## src/rtl/approx_series_engine.sv

```systemverilog
// approx_series_engine: sequential evaluator of truncated power series for
// exp(x), ln(1+x) and 1/(1-x). Each term takes three cycles: MUL_X -> SCALE -> ACC.
// Build option: define APPROX_SERIES_SAT_EN to clamp p/acc on overflow and
// report it on ovf_o. Without it, arithmetic wraps and ovf_o is tied to 0.
module approx_series_engine #(
  parameter int DATA_W = 16,
  parameter int FRAC_W = 14,
  parameter int OUT_W  = DATA_W + 4,
  parameter int NIT_W  = 4
) (
  input  logic                     clk,
  input  logic                     rst,
  input  logic                     start_i,
  input  logic signed [DATA_W-1:0] x_i,
  input  logic        [NIT_W-1:0]  nit_i,
  input  logic        [1:0]        mode_i,
  output logic                     busy_o,
  output logic                     valid_o,
  output logic signed [OUT_W-1:0]  y_o,
  output logic                     err_o,
  output logic                     ovf_o
);

  localparam int NMAX  = (1 << NIT_W) - 1;
  localparam int RCP_W = FRAC_W + 2;        // signed room for rcp(1) = 1.0
  localparam int PX_W  = OUT_W + DATA_W;
  localparam int PR_W  = OUT_W + RCP_W;
  localparam logic signed [OUT_W-1:0] ONE = OUT_W'(1 << FRAC_W);

  typedef enum logic [2:0] {S_IDLE, S_LOAD, S_MUL_X, S_SCALE, S_ACC, S_DONE} state_t;

  state_t                     state;
  logic signed [DATA_W-1:0]   x;
  logic        [NIT_W-1:0]    nit;
  logic        [NIT_W-1:0]    n;
  logic        [1:0]          mode;
  logic signed [OUT_W-1:0]    p;
  logic signed [OUT_W-1:0]    acc;
  logic signed [OUT_W-1:0]    c;

  logic signed [PX_W-1:0]     px_full;
  logic signed [PR_W-1:0]     pr_full;
  logic signed [OUT_W-1:0]    px_next;
  logic signed [OUT_W-1:0]    pr_res;
  logic signed [OUT_W-1:0]    acc_next;
  logic                       acc_sub;

`ifdef APPROX_SERIES_SAT_EN
  localparam logic signed [OUT_W-1:0] SAT_MAX = {1'b0, {(OUT_W-1){1'b1}}};
  localparam logic signed [OUT_W-1:0] SAT_MIN = {1'b1, {(OUT_W-1){1'b0}}};
  logic signed [PX_W-1:0]     px_wide;
  logic        [OUT_W:0]      acc_wide;
  logic                       px_hit;
  logic                       acc_hit;
  logic                       ovf_run;
`endif

  // Reciprocal table: rcp(n) = floor(1.0 / n); entry 0 is never addressed in SCALE.
  logic signed [RCP_W-1:0]    rcp_tab [0:NMAX];
  assign rcp_tab[0] = '0;
  genvar gi;
  generate
    for (gi = 1; gi <= NMAX; gi++) begin : g_rcp
      assign rcp_tab[gi] = RCP_W'((1 << FRAC_W) / gi);
    end
  endgenerate

  // Datapath: next p for MUL_X, scaled term for SCALE, next acc for ACC.
  always_comb begin
    px_full = PX_W'(p) * PX_W'(x);
    pr_full = PR_W'(p) * PR_W'(rcp_tab[n]);
    pr_res  = OUT_W'(pr_full >>> FRAC_W);
    // ln(1+x) alternates sign: even-numbered terms are subtracted.
    acc_sub = (mode == 2'd1) && !n[0];
`ifdef APPROX_SERIES_SAT_EN
    px_wide  = px_full >>> FRAC_W;
    px_hit   = !((&px_wide[PX_W-1:OUT_W-1]) || !(|px_wide[PX_W-1:OUT_W-1]));
    px_next  = px_hit ? (px_wide[PX_W-1] ? SAT_MIN : SAT_MAX) : px_wide[OUT_W-1:0];
    acc_wide = acc_sub ? ({acc[OUT_W-1], acc} - {c[OUT_W-1], c})
                       : ({acc[OUT_W-1], acc} + {c[OUT_W-1], c});
    acc_hit  = acc_wide[OUT_W] ^ acc_wide[OUT_W-1];
    acc_next = acc_hit ? (acc_wide[OUT_W] ? SAT_MIN : SAT_MAX) : acc_wide[OUT_W-1:0];
`else
    px_next  = OUT_W'(px_full >>> FRAC_W);
    acc_next = acc_sub ? (acc - c) : (acc + c);
`endif
  end

`ifndef APPROX_SERIES_SAT_EN
  assign ovf_o = 1'b0;
`endif

  // Control FSM with registered outputs; operands are latched once on acceptance.
  always_ff @(posedge clk or negedge rst) begin
    if (!rst) begin
      state   <= S_IDLE;
      busy_o  <= 1'b0;
      valid_o <= 1'b0;
      y_o     <= '0;
      err_o   <= 1'b0;
      x       <= '0;
      nit     <= '0;
      mode    <= '0;
      n       <= '0;
      p       <= '0;
      acc     <= '0;
      c       <= '0;
`ifdef APPROX_SERIES_SAT_EN
      ovf_run <= 1'b0;
      ovf_o   <= 1'b0;
`endif
    end else begin
      case (state)
        S_IDLE: begin
          if (start_i) begin
            x       <= x_i;
            nit     <= nit_i;
            mode    <= mode_i;
            valid_o <= 1'b0;
            busy_o  <= 1'b1;
            state   <= S_LOAD;
          end
        end
        S_LOAD: begin
          p   <= ONE;
          n   <= NIT_W'(1);
          acc <= (mode == 2'd1) ? '0 : ONE;
`ifdef APPROX_SERIES_SAT_EN
          ovf_run <= 1'b0;
`endif
          state <= (nit == '0 || mode == 2'd3) ? S_DONE : S_MUL_X;
        end
        S_MUL_X: begin
          p <= px_next;
`ifdef APPROX_SERIES_SAT_EN
          ovf_run <= ovf_run | px_hit;
`endif
          state <= S_SCALE;
        end
        S_SCALE: begin
          case (mode)
            2'd0: begin
              p <= pr_res;
              c <= pr_res;
            end
            2'd1:    c <= pr_res;
            default: c <= p;
          endcase
          state <= S_ACC;
        end
        S_ACC: begin
          acc <= acc_next;
`ifdef APPROX_SERIES_SAT_EN
          ovf_run <= ovf_run | acc_hit;
`endif
          if (n < nit) begin
            n     <= n + NIT_W'(1);
            state <= S_MUL_X;
          end else begin
            state <= S_DONE;
          end
        end
        S_DONE: begin
          y_o     <= (mode == 2'd3) ? '0 : acc;
          err_o   <= (mode == 2'd3);
          valid_o <= 1'b1;
          busy_o  <= 1'b0;
`ifdef APPROX_SERIES_SAT_EN
          ovf_o   <= ovf_run;
`endif
          state   <= S_IDLE;
        end
        default: state <= S_IDLE;
      endcase
    end
  end

endmodule

```

## config.mk

```make
export PLATFORM = sky130hd
export DESIGN_NAME = approx_series_engine
export DESIGN_NICKNAME = d
export VERILOG_FILES = /design/src/rtl/approx_series_engine.sv
export SDC_FILE = /design/constraint.sdc
export NUM_CORES = 2
export LEC_CHECK = 0
export BUFFER_PORTS_ARGS = -buffer_cell sky130_fd_sc_hd__buf_2
export CAP_MARGIN = 5
export CORE_ASPECT_RATIO = 1.1
export CORE_MARGIN = 2
export CORE_UTILIZATION = 60
export DETAILED_ROUTE_END_ITERATION = 10
export PLACE_DENSITY = 0.79
export SYNTH_ARGS = -nofsm -noshare
export SYNTH_HDL_FRONTEND = slang
export SYNTH_SLANG_ARGS = --single-unit
```

## constraint.sdc

```tcl
create_clock -name clk -period 7 [get_ports clk]
set_input_delay 1.4 -clock clk [delete_from_list [all_inputs] [get_ports clk]]
set_output_delay 1.4 -clock clk [all_outputs]
set_load 0.02 [all_outputs]
```

Word level (Yosys, flattened, before mapping)
Memory sizes are Yosys's and may differ from the RTL's. Cells that the tools add are included.

Flip-flop bits (word level): 112. Memory bits (read-only): 256. Output and inout port bits: 24. Memories kept: 1.

Memories: (name not given) (words 16, width 16, rd ports 1, clocked after memory_dff 0, wr ports 0, RTL line 71) `pr_full = PR_W'(p) * PR_W'(rcp_tab[n]);`.

Add/subtract/negate cells: 3. $mul: 2. $lt $le $gt $ge: 2. Equality and inequality tests: 10. Multiplexer cells: 19. Bitwise logic cells: 1. Reductions and logical operators: 14.

Operators by type and width (number): 2-to-1 mux 20 bit (4); multiplier 20 x 16 -> 34 bit (2); case mux 20 bit (3 select lines) (1); case mux 20 bit (2 select lines) (1); 2-to-1 mux 16 bit (2); adder 20 bit (1); subtractor 20 bit (1); 2-to-1 mux 15 bit (1); case mux 3 bit (5 select lines) (1); 2-to-1 mux 3 bit (3); case mux 4 bit (2 select lines) (1); AND reduction 2 bit (4); equality test 3 x 2 -> 1 bit (second input constant) (2); equality test 3 bit (second input constant) (2); != test 2 bit (second input constant) (3); >= comparator 5 bit (second input constant) (1); inverter 4 -> 5 bit (1); adder 4 x 1 -> 4 bit (second input constant) (1); logical NOT 4 bit (1); < comparator 4 bit (1); 2-to-1 mux 4 bit (1); case mux 1 bit (2 select lines) (2); nonzero test 2 bit (2); equality test 3 x 1 -> 1 bit (second input constant) (1); other kinds (10) (11).

Depth between registers and ports, before layout
Word-level depth: 7. Depth in mapped cells: 32. Depth with buffers taken out: 31.

Least setup slack after synthesis
OpenSTA, ideal clock, no wires.

Path type: flip-flop to flip-flop. Start: reg n[2]. End: reg c[9]. Library setup time: 0.127 ns. Arrival time: 6.824 ns. Setup slack: 0.049 ns. Stages on the path, launching flop included: 30. Buffers on the path: 3. Period minus slack after synthesis: 6.951 ns. Cell sequence: dfrtp_1 buf_2 buf_1 inv_1 ha_1 nor2_1 a31oi_1 clkbuf_1 and2_1 fa_1 inv_1 fa_1 fa_1 inv_1 fa_1 fa_1 inv_1 fa_1 inv_1 ha_1 a211o_1 a221o_1 nand2_1 a31oi_1 o21a_1 o21a_1 o21a_1 nor2_1 mux2i_1 nand3_1.

Longest elaborated chain between the ends: 6.

Ends and longest elaborated chain: start, declared (RTL line 35) `logic [NIT_W-1:0] n;`; start signal, assigned (RTL line 157) `n <= n + NIT_W'(1);`; inverter 4 -> 5 bit (not written as such) (RTL line 71); memory (16 x 16 bit); 2-to-1 mux 16 bit (not written as such) (2 in series) (RTL line 71); multiplier 20 x 16 -> 34 bit (RTL line 71); 2-to-1 mux 20 bit (RTL line 141) `case (mode)`; end signal, assigned (RTL line 144) `c <= pr_res;`; end signal, assigned (RTL line 146) `2'd1: c <= pr_res;`; end signal, assigned (RTL line 147) `default: c <= p;`; end, declared (RTL line 39) `logic signed [OUT_W-1:0] c;`.

Every way passes these cells. The select of a mux whose other input is x is not followed. A chain may end at the register's enable or synchronous reset.

Worst setup path in the final report
Start: reg n[0]. End: reg c[19].

The elaborated chain is that of the path after synthesis.

==> run summary <==
The final hold violation count was 0. The total grt overflow was 0. The storage element area is 2820 sq um, and the worst-margin pin slew is 1130 ps. The worst register-to-register path has a setup slack of -210 ps. Measured along the y axis, the die boundary spans 227 microns.

The utilization after layout is 0.679, and the final wirelength is 76.1 mm. The most used flip-flop cell after synthesis is dfrtp_1. The number of fill cells in the layout is 3320.

The total area inside the core boundary comes to 44600 sq um. The area growth from synthesis to layout was 11.3%. For this run, the top clock speed supported by timing is 139 MHz.

The worst setup path is captured at a flip-flop. After detailed routing, the number of remaining DRC violations is 0. The die covers 47100 sq um. The logs give 0.333 for the total track usage and 410 ps for the clock latency on the worst-skew pair. Using the TritonRoute via totals, the vias-per-cell ratio works out to 5.77. After layout, the minimum clock period comes to 7210 ps. The logs give 1 for the number of antenna violations at the first check in global routing and 0.245 for the worst max-slew margin expressed relative to the limit.

The logs give 122 mm for the first-pass GRT wire length and 0 for the final-report max-slew violation count. The number of DRC markers in iteration 0 was 1614. Together, buffers and inverters on the worst path number 10.

Port buffering added 47 buffers. Startpoint of the worst hold path: y_o[19]. The HPWL after detailed placement is 58.9 mm, and the max capacitance violation total is 0. The maximum single-stage delay on the critical path is 540 ps.

Ranked by total cell area, the synthesized netlist is headed by fa_1, dfrtp_1, inv_1. For the count of antenna diodes in the layout, the log shows 0. The fraction of post-synthesis cell area in the top cell type by area was 0.433; the post-detailed-route count of antenna-violating nets was 0. The number of synthesized flops with an enable pin works out to 0. STA classifies the critical path startpoint as a flip-flop.

The synthesized netlist occupies a cell area of 27200 sq um. The H-tree was split into 3 levels. The routed wire length per instance is 20.6 microns, and the area of the multi-input gates is 21800 sq um. The sequential cell area fraction in the yosys report was 0.103; the share of the cycle needed by the critical path after routing was 1.03.

The cell with the largest stage delay on the worst path is fa_1. For the yosys synthesis warning count, the log shows 0. The layer with the highest usage after global routing was met2. Placer's final routability congestion estimate: 0.985. STA puts the critical path data required time at 7300 ps. Tracing the worst setup path back leads to its startpoint at n[0]. The critical path is of the flip-flop to flip-flop type.

Setup repair after global routing could not meet its margin everywhere. The async set-reset flop share out of synthesis is 1.00, and the I/O pin total is 49. The run gives 0.610 as the initial cell density of the core. The run gives 24 as the final count of negative-setup-slack endpoints.

For the met1 capacity usage during global routing, the log shows 0.404. Leaving out fill and tap cells, the most frequent cell in the layout is inv_1. For hold timing, the worst endpoint is y_o[19]. The cell occurring most often along the worst timing path is fa_1. Measured in cells, the most critical reg-to-reg path has a length of 32.

The detailed router placed 21300 vias in this run. TritonCTS built the clock tree. The tools report the met2 capacity usage during global routing as 0.585. The clock passes through at most 2 buffers.

The buffer type at the clock tree root was clkbuf_16. In this run the horizontal extent of the chip is 207 microns. Number of storage elements in the synthesis netlist: 112. The worst hold path belongs to the class flip-flop to flip-flop. The share of layout cells above drive strength 1 is 0.130. Clock tree synthesis found a total of 112 sinks. For the met3 track demand over resource in global routing, the log shows 0.0592. Beginning of the worst register-to-register path: n[0].

Summed over all instances, the cell type with the most area after synthesis is fa_1. After clock tree synthesis, the clock-pin slew on the worst setup and hold paths is 100 ps. The maximum fanout along the worst path is 6, and the mean cell area of the mapped netlist is 9.11 sq um. The run gives 23600 as the number of global-route vias before repair.

Counting every net in the synthesized netlist gives 3798. The maximum number of pins on one net before global-route repair came out at 71. The number of detailed-routing iterations run before antenna repair is 5. The cell count after synthesis came out at 2988. The synthesized netlist contains 68 unique library cells. The run finished, with violations left.

The worst-case setup margin in the final layout came out at -213 ps. Family of cells with the greatest summed delay on the critical path: adder cells. The worst register-to-register path ends at c[19]. The tools report the post-layout net count as 3914.

The checks that failed: setup timing. Across the routed clock network, the largest skew measured is 17.8 ps. The library cells used most frequently in the layout, excluding fill and tap cells, are inv_1, fa_1, nand2_1. The tools report the total clock buffers created by CTS as 9.

The initialized floorplan defines 81 standard-cell rows. Data on the critical path arrives at its endpoint at 7520 ps. The count of cells along the worst hold path is 1. The cts-stage hold buffer count came out at 0.
cells by family after synthesis:
family | after synthesis | synth area share
AOI/OAI and AO/OA | 257 | 0.0638
buffers and inverters | 840 | 0.116
adders and majority gates | 785 | 0.523
other | 1 | 0.000138
DFF | 112 | 0.103
and+or+nand+nor | 858 | 0.148
muxes | 30 | 0.0119
xor gates and xnor gates | 105 | 0.0338
metal layers:
| layer | up-vias | share of wire |
|---|---|---|
| li1 | 9153 | - |
| met1 | 10800 | 0.36 |
| met2 | 1049 | 0.50 |
| met3 | 287 | 0.086 |
| met4 | 2 | 0.054 |
| met5 | - | 0.00020 |
final cells by class:
type | instances | share of cell area
repair buffers | 260 | 0.0684
clock inverters | 7 | 0.00326
multi-input cells | 2038 | 0.719
clock buffers | 9 | 0.00744
inverters | 683 | 0.0849
well taps | 581 | 0.0240
flip-flops and latches | 112 | 0.0930
worst max path at each step:
| stage | to | cells past startpoint |
|---|---|---|
| after floorplan | c[9] | 29 |
| after global placement | p[15] | 27 |
| after detailed placement | p[15] | 27 |
| after CTS | c[19] | 33 |
| after global routing | c[19] | 33 |
| final | c[19] | 32 |
per-stage QoR:
step | worst slack [ps] | TNS [ps] | cell area (sq um) | hold slack (ps) | std cells
4_1_cts | 1.45 | 0 | 29800 | 513 | 3678
3_5_place_dp | -699 | -9100 | 29100 | 492 | 3639
3_3_place_gp | -498 | -4080 | 29100 | 469 | 3639
2_1_floorplan | 48.8 | 0 | 27200 | 472 | 2988
5_1_grt | -461 | -9040 | 30300 | 520 | 3690
6_report | -213 | -2240 | 30300 | 517 | 3690
sequential cells by signal, summed over array words and instances (netlist names):
register / count
c: 20
mode: 2
state: 3
busy_o: 1
nit: 4
n: 4
x: 16
err_o: 1
p: 20
acc: 20
y_o: 20
valid_o: 1
what timing repair did:
action,in CTS,in global routing
endpoints found under the setup margin,38,38
gates resized for setup,58,89
buffers inserted,21,12
cloned,2,2
pin swaps,31,67
synth_stat cells, types with 2 or more instances:
cell	instances
a211oi_1	3
a21boi_0	2
a21o_1	19
a21oi_1	52
a221o_1	4
a221oi_1	12
a22o_1	23
a22oi_1	5
a2bb2oi_1	2
a31o_1	2
a31oi_1	13
a41oi_1	3
and2_1	204
and3_1	42
buf_1	3
buf_2	2
clkbuf_1	151
dfrtp_1	112
fa_1	589
ha_1	196
inv_1	682
mux2_2	18
mux2i_1	12
nand2_1	443
nand2b_1	15
nand3_1	15
nand4_1	6
nor2_1	87
nor2b_1	6
nor3_1	21
nor3b_1	2
nor4b_1	2
o2111ai_1	4
o211ai_1	7
o21a_1	10
o21ai_0	60
o21bai_1	7
o221ai_1	3
o311ai_0	2
o31a_1	2
o31ai_1	8
o41ai_1	3
or3_1	6
xnor2_1	67
xor2_1	38
Power is left out: the tool's default activity adds up to more than one toggle a clock period on the data nets, which glitch-free logic cannot reach.
